**src/rtl/ksa_pkg.sv**
```systemverilog
// rtl/ksa_pkg.sv - shared types, constants and prefix-cell helpers for the sequential Kogge-Stone adder
//
// Contents:
//   ksa_state_e  : controller states IDLE / RUN / DONE
//   KSA_WIDTH    : default operand and sum width
//   KSA_SLICE    : default bits added per RUN cycle
//   ksa_black    : black prefix cell, returns {group generate, group propagate}
//   ksa_grey     : grey prefix cell, returns group generate only
package ksa_pkg;

  typedef enum logic [1:0] {
    IDLE = 2'd0,
    RUN  = 2'd1,
    DONE = 2'd2
  } ksa_state_e;

  localparam int KSA_WIDTH = 16;
  localparam int KSA_SLICE = 4;

  function automatic logic [1:0] ksa_black(input logic g_hi, input logic p_hi,
                                           input logic g_lo, input logic p_lo);
    return {g_hi | (p_hi & g_lo), p_hi & p_lo};
  endfunction

  // Used once the lower group already reaches bit 0, where the group
  // propagate is never consumed again.
  function automatic logic ksa_grey(input logic g_hi, input logic p_hi,
                                    input logic g_lo);
    return g_hi | (p_hi & g_lo);
  endfunction

endpackage

```
**src/rtl/ksa_slice.sv**
```systemverilog
// rtl/ksa_slice.sv - SLICE-bit Kogge-Stone prefix adder with carry-in
//
// Ports:
//   i_a, i_b   : slice operands
//   i_cin      : carry into bit 0
//   o_sum      : i_a + i_b + i_cin, modulo 2^SLICE
//   o_cout     : carry out of the top bit
//   o_msb_cin  : carry into the top bit (used for signed overflow)
module ksa_slice
  import ksa_pkg::*;
#(
  parameter int SLICE = KSA_SLICE
) (
  input  logic [SLICE-1:0] i_a,
  input  logic [SLICE-1:0] i_b,
  input  logic             i_cin,
  output logic [SLICE-1:0] o_sum,
  output logic             o_cout,
  output logic             o_msb_cin
);

  localparam int STAGES = (SLICE > 1) ? $clog2(SLICE) : 0;

  logic [SLICE-1:0] w_p0;
  logic [SLICE-1:0] w_g;
  logic [SLICE-1:0] w_p;
  logic [SLICE-1:0] w_c;

  always_comb begin
    w_p0 = i_a ^ i_b;
    w_g  = i_a & i_b;
    // Fold the carry-in into bit 0 so every prefix that reaches bit 0
    // already is the true carry.
    w_g[0] = w_g[0] | (w_p0[0] & i_cin);
    w_p    = w_p0;

    // In-place prefix tree; walking i downwards means position i-d still
    // holds the previous stage's value when it is read.
    for (int s = 0; s < STAGES; s++) begin
      for (int i = SLICE - 1; i >= (1 << s); i--) begin
        if (i >= (2 << s)) begin
          {w_g[i], w_p[i]} = ksa_black(w_g[i], w_p[i], w_g[i-(1<<s)], w_p[i-(1<<s)]);
        end else begin
          w_g[i] = ksa_grey(w_g[i], w_p[i], w_g[i-(1<<s)]);
        end
      end
    end

    w_c[0] = i_cin;
    for (int i = 1; i < SLICE; i++) begin
      w_c[i] = w_g[i-1];
    end

    o_sum     = w_p0 ^ w_c;
    o_cout    = w_g[SLICE-1];
    o_msb_cin = w_c[SLICE-1];
  end

endmodule

```
**src/rtl/ksa_seq_adder.sv**
```systemverilog
// rtl/ksa_seq_adder.sv - sequential adder processing SLICE bits per cycle through one Kogge-Stone slice
//
// Ports:
//   clk, rst_n           : clock, asynchronous active-low reset
//   in_valid / in_ready  : operand handshake (ready only in IDLE)
//   a, b, cin            : operands and carry-in, latched at acceptance
//   out_valid / out_ready: result handshake (valid only in DONE)
//   sum, cout, ovf       : a+b+cin, carry out, signed overflow; held outside updates
//   busy                 : high in RUN and DONE
module ksa_seq_adder
  import ksa_pkg::*;
#(
  parameter int WIDTH = KSA_WIDTH,
  parameter int SLICE = KSA_SLICE
) (
  input  logic             clk,
  input  logic             rst_n,
  input  logic             in_valid,
  output logic             in_ready,
  input  logic [WIDTH-1:0] a,
  input  logic [WIDTH-1:0] b,
  input  logic             cin,
  output logic             out_valid,
  input  logic             out_ready,
  output logic [WIDTH-1:0] sum,
  output logic             cout,
  output logic             ovf,
  output logic             busy
);

  localparam int NSLICE = WIDTH / SLICE;
  localparam int CW     = (NSLICE > 1) ? $clog2(NSLICE) : 1;
  localparam logic [CW-1:0] K_LAST = CW'(NSLICE - 1);

  ksa_state_e       r_state;
  ksa_state_e       w_state_nxt;
  logic [CW-1:0]    r_k;
  logic [WIDTH-1:0] r_a;
  logic [WIDTH-1:0] r_b;
  logic             r_carry;
  logic [WIDTH-1:0] r_res;
  logic [WIDTH-1:0] r_sum;
  logic             r_cout;
  logic             r_ovf;

  logic [SLICE-1:0] w_a_sl;
  logic [SLICE-1:0] w_b_sl;
  logic [SLICE-1:0] w_s_sum;
  logic             w_s_cout;
  logic             w_s_msb_cin;
  logic [WIDTH-1:0] w_res_next;
  logic             w_accept;
  logic             w_last;

  assign w_accept = in_valid & in_ready;
  assign w_last   = (r_state == RUN) && (r_k == K_LAST);

  // State register
  always_ff @(posedge clk or negedge rst_n) begin
    if (!rst_n) begin
      r_state <= IDLE;
    end else begin
      r_state <= w_state_nxt;
    end
  end

  // Next-state logic
  always_comb begin
    w_state_nxt = r_state;
    case (r_state)
      IDLE:    if (in_valid)           w_state_nxt = RUN;
      RUN:     if (r_k == K_LAST)      w_state_nxt = DONE;
      DONE:    if (out_ready)          w_state_nxt = IDLE;
      default:                         w_state_nxt = IDLE;
    endcase
  end

  // Output logic
  always_comb begin
    in_ready  = (r_state == IDLE);
    out_valid = (r_state == DONE);
    busy      = (r_state == RUN) || (r_state == DONE);
  end

  // Operand slice selection by the slice counter
  always_comb begin
    w_a_sl = '0;
    w_b_sl = '0;
    for (int j = 0; j < NSLICE; j++) begin
      if (r_k == CW'(j)) begin
        w_a_sl = r_a[j*SLICE +: SLICE];
        w_b_sl = r_b[j*SLICE +: SLICE];
      end
    end
  end

  // Result register with the current slice written into its own bits
  always_comb begin
    w_res_next = r_res;
    for (int j = 0; j < NSLICE; j++) begin
      if (r_k == CW'(j)) begin
        w_res_next[j*SLICE +: SLICE] = w_s_sum;
      end
    end
  end

  ksa_slice #(
    .SLICE(SLICE)
  ) u_slice (
    .i_a      (w_a_sl),
    .i_b      (w_b_sl),
    .i_cin    (r_carry),
    .o_sum    (w_s_sum),
    .o_cout   (w_s_cout),
    .o_msb_cin(w_s_msb_cin)
  );

  // Datapath; visible outputs only change on the final slice so they stay
  // stable through IDLE, RUN and DONE backpressure.
  always_ff @(posedge clk or negedge rst_n) begin
    if (!rst_n) begin
      r_k     <= '0;
      r_a     <= '0;
      r_b     <= '0;
      r_carry <= 1'b0;
      r_res   <= '0;
      r_sum   <= '0;
      r_cout  <= 1'b0;
      r_ovf   <= 1'b0;
    end else if (w_accept) begin
      r_a     <= a;
      r_b     <= b;
      r_carry <= cin;
      r_k     <= '0;
    end else if (r_state == RUN) begin
      r_res   <= w_res_next;
      r_carry <= w_s_cout;
      if (w_last) begin
        r_sum  <= w_res_next;
        r_cout <= w_s_cout;
        r_ovf  <= w_s_msb_cin ^ w_s_cout;
      end else begin
        r_k <= r_k + CW'(1);
      end
    end
  end

  assign sum  = r_sum;
  assign cout = r_cout;
  assign ovf  = r_ovf;

endmodule
```
**config.mk**
```make
export PLATFORM = sky130hd
export DESIGN_NAME = ksa_seq_adder
export DESIGN_NICKNAME = d
export VERILOG_FILES = /design/src/rtl/ksa_pkg.sv /design/src/rtl/ksa_slice.sv /design/src/rtl/ksa_seq_adder.sv
export SDC_FILE = /design/constraint.sdc
export NUM_CORES = 1
export LEC_CHECK = 0
export ABC_CLOCK_PERIOD_IN_PS = 3800
export BUFFER_PORTS_ARGS = -buffer_cell sky130_fd_sc_hd__buf_2
export CORE_MARGIN = 2
export CORE_UTILIZATION = 40
export CTS_CLUSTER_SIZE = 28
export DETAILED_ROUTE_END_ITERATION = 8
export SYNTH_ARGS = -nofsm -noshare
export SYNTH_HDL_FRONTEND = slang
export SYNTH_HIERARCHICAL = 1
export SYNTH_SLANG_ARGS = --single-unit
```
**constraint.sdc**
```tcl
create_clock -name clk -period 3.8 [get_ports clk]
set_input_delay 0.76 -clock clk [delete_from_list [all_inputs] [get_ports clk]]
set_output_delay 0.76 -clock clk [all_outputs]
set_load 0.1 [all_outputs]
```
==> run summary, run 1 <==
run status: finished, final reports clean
Final ANT Viol Nets: 0
clock-pin slew reported for the worst setup and hold paths after clock tree synthesis: 0.07 ns
share of final-layout standard cells stronger than drive strength 1: 27.2%
Vias: 2314
total setup violations reported at the end of the flow: 0
final core area utilization: 48.0%
post-CTS setup buffers: 0
Port-buffer cells: 57
Worst Max-Slew Pin Slew: 1.02 ns
worst relative slew slack: 32.3%
ranking of synthesized cells by area: dfrtp_1 (52%), nand2_1 (13%), mux2_2 (6.0%)
fill cell total of the finished layout: 746
clock tree root driver cell: clkbuf_8
total negative slack: 0 ns
CTS tree: done
total global routing overflow: 0
Core Footprint: 7770 µm²
max-cap violation count: 0
Hold-fix buffers, CTS: 0
Crit. End Element: flip-flop
post-route clock skew: 0.00663 ns
number of buffers between clock root and the deepest sink: 2
DIE WIDTH: 93.6 µm
Placement Rows: 32
I/O pin total: 58
Placer Congestion: 0.738
synthesized area per cell: 10.2 µm²
number of flops mapped to enable cells by yosys: 0
combined global-route utilization of all metal layers: 16.6%
most frequent cells in the layout: nand2_1 (107), dfrtp_1 (67), buf_2 (57)
Cells after DPL: 459
number of instances in the synthesized netlist: 315
highest achievable clock rate: 301 MHz
category of the most critical setup path: flip-flop to flip-flop
post-DR vias/cell: 4.88
warning count from the yosys run: 6
type of the most critical hold path: flip-flop to flip-flop
proportion of synthesized chip area in sequential cells: 52.2%
n_diodes: 0
total of cells resized after clock tree synthesis: 0
vias in the first global route: 2204
Pins Over Slew Limit: 0
TritonRoute pass-1 iters: 4
number of standard cells in the layout, taps in and fillers out: 474
post-route cell area: 3730 µm²
dominant synthesized flop cell: dfrtp_1
H-tree depth: 3
nets: 418
Layout area overhead: 16.0%
Post-DP Area: 3550 µm²
Synth Area in Adders: 5.53%
met1 global-route usage: 22.3%
share of Yosys cell area claimed by the top area cell type: 52.2%
required arrival time at the worst endpoint: 4.03 ns
post-synthesis cell type with the largest combined area: dfrtp_1
post-synthesis share of cell area spent on xor and xnor gates: 1.09%
met3 Track Usage GR: 5.32%
final hold violations: 0
endpoint arrival time on the critical path: 3.55 ns
register bit total from synthesis: 67
GR peak layer: met2
Die H: 93.6 µm
RSZ-0062 raised after global routing: false
fraction of the mapped netlist area in compound gates: 10.1%
starting density of the core: 41.4%
post-synthesis simple-gate area fraction: 15.9%
wire length of the first global-routing pass: 11100 µm
routed wirelength normalized by instance count: 14.1 µm
sum of routed wire length over all layers: 6660 µm
total standard cell area after synthesis: 3210 µm²
maximum number of pins on one net before global-route repair: 47
ratio of final minimum period to clock period: 87.4%
number of buffers created by CTS: 9
initial antenna violation count: 0
1st-iter DRT viols: 55
clk_lat worst skew: 0.34 ns
net count after synthesis: 365
final critical delay including setup and external delays: 3.32 ns
DRC violation count after routing: 0
Distinct cells, synth: 32
clock sink count: 67
met2 track demand over resource: 25.9%
estimated wirelength of the detail-placed design: 4780 µm
dominant combinational cell family by area after synthesis: simple AND/OR/NAND/NOR gates
top fanout value on the critical path: 11
Die Footprint: 8770 µm²
type of origin of the critical path: flip-flop
asr flop ratio synth: 100%
commonest non-fill, non-tap cell in the layout: nand2_1
multiplexer share of the synthesized area: 11.3%
[cells by family (layout without fill, tap and decap cells)]
group	after synthesis	after routing
buf+inv	25	82
simple gates	123	123
compound gates	50	50
mux	33	33
fa+ha+maj	13	13
xor+xnor	4	4
flops	67	67
[per-stage QoR]
step	setup WS, ns	hold WS, ns
6_report	0.478	0.480
5_1_grt	0.155	0.486
3_5_place_dp	0.498	0.463
3_3_place_gp	0.566	0.463
4_1_cts	0.478	0.484
2_1_floorplan	0.759	0.446
[routing by layer]
layer / up-vias / share of wire [%]
met3: 6 / 3.9
li1: 1157 / -
met5: - / 0
met4: 0 / 0.93
met1: 1103 / 47
met2: 48 / 48
[flip-flops by register name, indices dropped and copies added (netlist names)]
signal / cells
r_k: 2
ovf: 1
r_res: 12
r_a: 16
r_state: 2
cout: 1
r_carry: 1
sum: 16
r_b: 16
[cells in the mapped netlist, types with 3 or more instances]
library cell  count
a21oi_1           3
a221oi_1          7
buf_2             8
clkbuf_1          6
dfrtp_1          67
ha_1             11
inv_1             6
mux2_2           17
mux2i_1          14
nand2_1         107
nor2b_1           7
o21ai_0          26
o21ai_1           3
o31ai_1           7
[worst max-delay path: stages, from the launching register on]
cell,delay (ns)
dfrtp_1,0.42
inv_1,0.09
ha_1,0.37
and2b_4,0.27
a221oi_1,0.25
o31ai_1,0.14
fa_1,0.50
fa_1,0.47
a21o_2,0.22
a21o_1,0.21
mux2_2,0.26
[path summary, 6_finish.rpt]
kind / from / to / slack, ns / cells past startpoint
worst max-delay path: r_k[1] / cout / 0.48 / 10
worst min-delay path: r_a[4] / r_a[4] / 0.48 / 2
worst max register to register: r_k[1] / cout / 0.48 / 10
worst min register to register: r_a[4] / r_a[4] / 0.48 / 2
max in group asynchronous: rst_n / r_b[14] / 2.35 / 2
min in group asynchronous: rst_n / sum[12] / 0.59 / 1
[layout make-up]
type | instances | area (µm²) | share of cell area [%]
clock inverters | 2 | 10.0 | 0.269
flip-flops and latches | 67 | 1680 | 45.0
repair buffers | 60 | 308 | 8.26
clock buffers | 13 | 169 | 4.53
well taps | 102 | 128 | 3.42
inverters | 7 | 26.3 | 0.705
multi-input cells | 223 | 1410 | 37.8
Power of run 1 is not shown: default switching activity piles up to over one toggle a cycle in this logic, so the estimate is an artifact.
==> run 2, diff against run 1 <==
- SYNTH_HIERARCHICAL: 1 -> not set
==> run summary, run 2 <==
final hold violations: 0 (unchanged)
commonest non-fill, non-tap cell in the layout: dfrtp_1
Crit. End Element: flip-flop
required arrival time at the worst endpoint: 4.02 ns (about the same)
max-cap violation count: 0 (unchanged)
post-DR vias/cell: 4.88 (about the same)
H-tree depth: 3 (unchanged)
number of flops mapped to enable cells by yosys: 0 (unchanged)
total setup violations reported at the end of the flow: 0 (unchanged)
most common cell in the synthesized netlist: dfrtp_1
run status: finished, final reports clean
Port-buffer cells: 57 (unchanged)
register bit total from synthesis: 67 (unchanged)
ratio of final minimum period to clock period: 83.7% (-3.7 points)
post-route clock skew: 0.00653 ns (-0.000101 ns)
DIE WIDTH: 93.6 µm (about the same)
category of the most critical setup path: flip-flop to flip-flop
proportion of synthesized chip area in sequential cells: 52.2% (about the same)
I/O pin total: 58 (unchanged)
share of Yosys cell area claimed by the top area cell type: 52.2% (about the same)
Distinct cells, synth: 34 (+6.3%)
stage delay of the slowest cell on the critical path: 0.41 ns (-0.09 ns)
dominant synthesized flop cell: dfrtp_1
clk_lat worst skew: 0.34 ns (about the same)
share of final-layout standard cells stronger than drive strength 1: 36.2% (+9.0 points)
1st-iter DRT viols: 96 (+75%)
number of buffers created by CTS: 9 (unchanged)
TritonRoute pass-1 iters: 4 (unchanged)
endpoint arrival time on the critical path: 3.40 ns (-0.15 ns)
vias in the first global route: 2149 (-2.5%)
combined buffer and inverter count along the critical path: 2 (+1)
warning count from the yosys run: 0 (-6)
sum of routed wire length over all layers: 6180 µm (-7.2%)
highest achievable clock rate: 314 MHz (+4.4%)
post-CTS setup buffers: 0 (unchanged)
Core Footprint: 7770 µm² (unchanged)
combined global-route utilization of all metal layers: 15.6% (-1.0 points)
Pins Over Slew Limit: 0 (unchanged)
Placement Rows: 32 (unchanged)
synthesized area per cell: 11.6 µm² (+14%)
Die H: 93.6 µm (about the same)
top fanout value on the critical path: 9 (-2)
clock tree root driver cell: clkbuf_8
final critical delay including setup and external delays: 3.18 ns (-0.141 ns)
total global routing overflow: 0 (unchanged)
slowest cell on the critical path: ha_1
DRC violation count after routing: 0 (unchanged)
minimum setup slack after placement: 0.597 ns (+0.0989 ns)
type of origin of the critical path: flip-flop
Worst Reg-to-Reg Cells: 13 (+3)
Worst Max-Slew Pin Slew: 0.609 ns (-0.407 ns)
wire length of the first global-routing pass: 10600 µm (-4.7%)
type of the most critical hold path: input pin to asynchronous set/reset pin
asr flop ratio synth: 100% (unchanged)
Die Footprint: 8760 µm² (about the same)
dominant cell type by count on the critical path: a21oi_1
setup slack, reg-to-reg: 0.62 ns (+0.14 ns)
starting density of the core: 41.3% (about the same)
CTS tree: done
worst path cell trace: inv_1, ha_1, nor2b_4, a221oi_1, nor3_1, a21oi_1, fa_1, inv_1, fa_1, a21o_1, a21oi_1, a21oi_1, mux2_2
Vias: 2159 (-6.7%)
family with the most delay on the worst path: adder cells
total standard cell area after synthesis: 3210 µm² (about the same)
ranking of synthesized cells by area: dfrtp_1 (52%), mux2_2 (13%), nand2_1 (5.0%)
most frequent cells in the layout: dfrtp_1 (67), buf_2 (57), nand2_1 (43)
total of cells resized after clock tree synthesis: 0 (unchanged)
net count after synthesis: 326 (-11%)
RSZ-0062 raised after global routing: false
number of instances in the synthesized netlist: 277 (-12%)
n_diodes: 0 (unchanged)
Final ANT Viol Nets: 0 (unchanged)
maximum number of pins on one net before global-route repair: 35 (-26%)
initial antenna violation count: 0 (unchanged)
routed wirelength normalized by instance count: 14.0 µm (-0.49%)
clock sink count: 67 (unchanged)
estimated wirelength of the detail-placed design: 4510 µm (-5.5%)
nets: 384 (-8.1%)
destination of the worst register-to-register timing path: r_carry
final core area utilization: 48.6% (+0.63 points)
total negative slack: 0 ns (unchanged)
Hold-fix buffers, CTS: 0 (unchanged)
clock-pin slew reported for the worst setup and hold paths after clock tree synthesis: 0.07 ns (about the same)
reg-to-reg startpoint: r_k[1]
worst hold slack: 0.323 ns (-0.157 ns)
Placer Congestion: 0.759 (+2.8%)
worst relative slew slack: 59.1% (+27 points)
number of buffers between clock root and the deepest sink: 2 (unchanged)
Layout area overhead: 17.6%
most numerous cell types in the synthesized netlist: dfrtp_1 (67), nand2_1 (43), mux2_2 (36)
post-synthesis cell type with the largest combined area: dfrtp_1
Final Worst Setup Slack: 0.620 ns (+0.141 ns)
-- run 2: cell families after synthesis --
kind of cell	Yosys count	synth area share (%)
AND/OR/NAND/NOR	64	9.47
buffers and inverters	26	4.91
adder cells (fa/ha/maj)	12	5.14
flip-flops	67	52.2
XOR/XNOR	4	1.09
AO/OA/AOI/OAI	58	11.3
multiplexers	46	15.9
-- run 2: metrics by stage --
stage          instances  instance area (µm²)
2_1_floorplan        277                 3210
3_3_place_gp         426                 3550
3_5_place_dp         426                 3550
4_1_cts              442                 3780
5_1_grt              442                 3780
6_report             442                 3780
-- run 2: worst max-delay path by stage --
stage          cells after the start  slack, ns  startpoint       to
3_3_place_gp                      13       0.71      r_k[0]  r_carry
2_1_floorplan                     15       0.87      r_k[0]  r_carry
4_1_cts                           13       0.60      r_k[1]  sum[10]
6_report                          13       0.62      r_k[1]  r_carry
5_1_grt                           13       0.31      r_k[1]   sum[2]
3_5_place_dp                      13       0.60      r_k[1]  sum[10]
-- run 2: routing by layer --
| layer | share of wire (%) | GRT usage, % |
|---|---|---|
| met1 | 48 | 21.9 |
| met3 | 6.3 | 5.80 |
| met2 | 44 | 22.8 |
| met4 | 0.82 | 3.62 |
| met5 | 0 | 0 |
-- run 2: layout make-up --
cell class | count | area, µm²
Clock buffer | 12 | 155
Clock inverter | 4 | 72.6
Fill cell | 772 | 3990
Inverter | 10 | 37.5
Multi-Input combinational cell | 184 | 1380
Sequential cell | 67 | 1680
Tap cell | 102 | 128
Timing Repair Buffer | 63 | 330
Power of run 2 is left out for the same reason.
==> run 3, diff against run 2 <==
- ABC_CLOCK_PERIOD_IN_PS: 3800 -> 2900
- clock period: 3.8 -> 2.9 ns (I/O delays scaled with it)
==> run summary, run 3 (synthesis results as in run 2) <==
Final Worst Setup Slack: 0.124 ns (-0.496 ns)
run status: finished, final reports clean
CTS tree: done
n_diodes: 0 (unchanged)
clock tree root driver cell: clkbuf_8
required arrival time at the worst endpoint: 3.13 ns (-0.89 ns)
Pins Over Slew Limit: 0 (unchanged)
starting density of the core: 41.3% (unchanged)
maximum number of pins on one net before global-route repair: 36 (+2.9%)
stage delay of the slowest cell on the critical path: 0.40 ns (about the same)
highest achievable clock rate: 360 MHz (+15%)
total negative slack: 0 ns (unchanged)
initial antenna violation count: 0 (unchanged)
slowest cell on the critical path: dfrtp_1
Worst Max-Slew Pin Slew: 0.757 ns (+0.148 ns)
final core area utilization: 49.8% (+1.2 points)
Die H: 93.6 µm (unchanged)
number of buffers between clock root and the deepest sink: 2 (unchanged)
post-DR vias/cell: 4.96 (+1.6%)
Core Footprint: 7770 µm² (unchanged)
minimum setup slack after placement: 0.0172 ns (-0.579 ns)
worst path cell trace: buf_4, ha_4, buf_4, a221oi_2, nor3_1, a21oi_2, fa_2, inv_1, fa_2, a21o_1, a21oi_2, a21oi_1, mux2_2
endpoint arrival time on the critical path: 3.01 ns (-0.39 ns)
Hold-fix buffers, CTS: 0 (unchanged)
type of the most critical hold path: input pin to asynchronous set/reset pin
footprint of the flip-flops and latches: 1680 µm² (unchanged)
H-tree depth: 3 (unchanged)
clock-pin slew reported for the worst setup and hold paths after clock tree synthesis: 0.07 ns (about the same)
TritonRoute pass-1 iters: 5 (+1)
family with the most delay on the worst path: compound AO/OA/AOI/OAI gates
combined global-route utilization of all metal layers: 16.0% (+0.41 points)
worst relative slew slack: 49.6% (-9.6 points)
reg-to-reg startpoint: r_k[0]
Layout area overhead: 20.5%
Crit. End Element: flip-flop
RSZ-0062 raised after global routing: true
clock sink count: 67 (unchanged)
1st-iter DRT viols: 80 (-17%)
nets: 392 (+2.1%)
vias in the first global route: 2115 (-1.6%)
final critical delay including setup and external delays: 2.78 ns (-0.404 ns)
total global routing overflow: 0 (unchanged)
share of final-layout standard cells stronger than drive strength 1: 39.9% (+3.8 points)
post-route clock skew: 0.00395 ns (-0.00258 ns)
DIE WIDTH: 93.6 µm (unchanged)
Cells after DPL: 430 (+0.94%)
sum of routed wire length over all layers: 6470 µm (+4.6%)
estimated wirelength of the detail-placed design: 4620 µm (+2.4%)
most frequent cells in the layout: dfrtp_1 (67), buf_2 (57), nand2_1 (43)
Placer Congestion: 0.799 (+5.4%)
Worst Reg-to-Reg Cells: 13 (unchanged)
top fanout value on the critical path: 6 (-3)
routed wirelength normalized by instance count: 14.4 µm (+2.7%)
Final ANT Viol Nets: 0 (unchanged)
DRC violation count after routing: 0 (unchanged)
number of standard cells in the layout, taps in and fillers out: 450 (+1.8%)
clk_lat worst skew: 0.34 ns (about the same)
setup slack, reg-to-reg: 0.12 ns (-0.50 ns)
Vias: 2233 (+3.4%)
Placement Rows: 32 (unchanged)
Port-buffer cells: 57 (unchanged)
fill cell total of the finished layout: 753 (-2.5%)
number of buffers created by CTS: 9 (unchanged)
commonest non-fill, non-tap cell in the layout: dfrtp_1
area occupied by multi-input gates: 1420 µm² (+3.0%)
ratio of final minimum period to clock period: 95.7% (+12 points)
type of origin of the critical path: flip-flop
combined buffer and inverter count along the critical path: 3 (+1)
Die Footprint: 8760 µm² (unchanged)
max-cap violation count: 0 (unchanged)
total setup violations reported at the end of the flow: 0 (unchanged)
destination of the worst register-to-register timing path: r_carry
final hold violations: 0 (unchanged)
wire length of the first global-routing pass: 10600 µm (+0.33%)
category of the most critical setup path: flip-flop to flip-flop
I/O pin total: 58 (unchanged)
run 3: how the worst max path moves through the flow:
stage / from / endpoint / slack, ns / cells past startpoint
CTS: r_k[0] / r_carry / 0.001 / 13
global placement: r_k[0] / r_carry / 0.09 / 13
detailed placement: r_k[0] / r_carry / 0.02 / 13
floorplan: r_k[0] / r_carry / 0.02 / 15
finish: r_k[0] / r_carry / 0.12 / 13
global route: r_k[0] / r_carry / -0.02 / 13
run 3: area by class of cell:
class,instances,share of cell area (%)
Sequential cell,67,43.3
Inverter,10,0.970
Clock inverter,1,0.776
Clock buffer,15,4.56
Timing Repair Buffer,71,10.4
Tap cell,102,3.30
Multi-Input combinational cell,184,36.6
run 3: per-stage QoR:
stage | area [µm²] | hold slack, ns
detailed placement | 3590 | 0.463
floorplan | 3210 | 0.284
CTS | 3800 | 0.317
finish | 3870 | 0.299
global route | 3870 | 0.354
global placement | 3590 | 0.456
run 3: layer usage:
layer | vias up | share of wire [%] | wire [µm] | global-route usage (%)
met5 | - | 0 | 0 | 0
met3 | 13 | 5.6 | 361 | 6.12
met4 | 0 | 1.7 | 107 | 5.31
met2 | 62 | 46 | 2950 | 22.4
li1 | 1092 | - | - | -
met1 | 1066 | 47 | 3050 | 22.7
run 3: what timing repair did:
action,4_1_cts,5_1_grt
endpoints found under the setup margin,0,14
setup buffers,0,4
resized for setup,0,10
Power of run 3 is left out for the same reason.
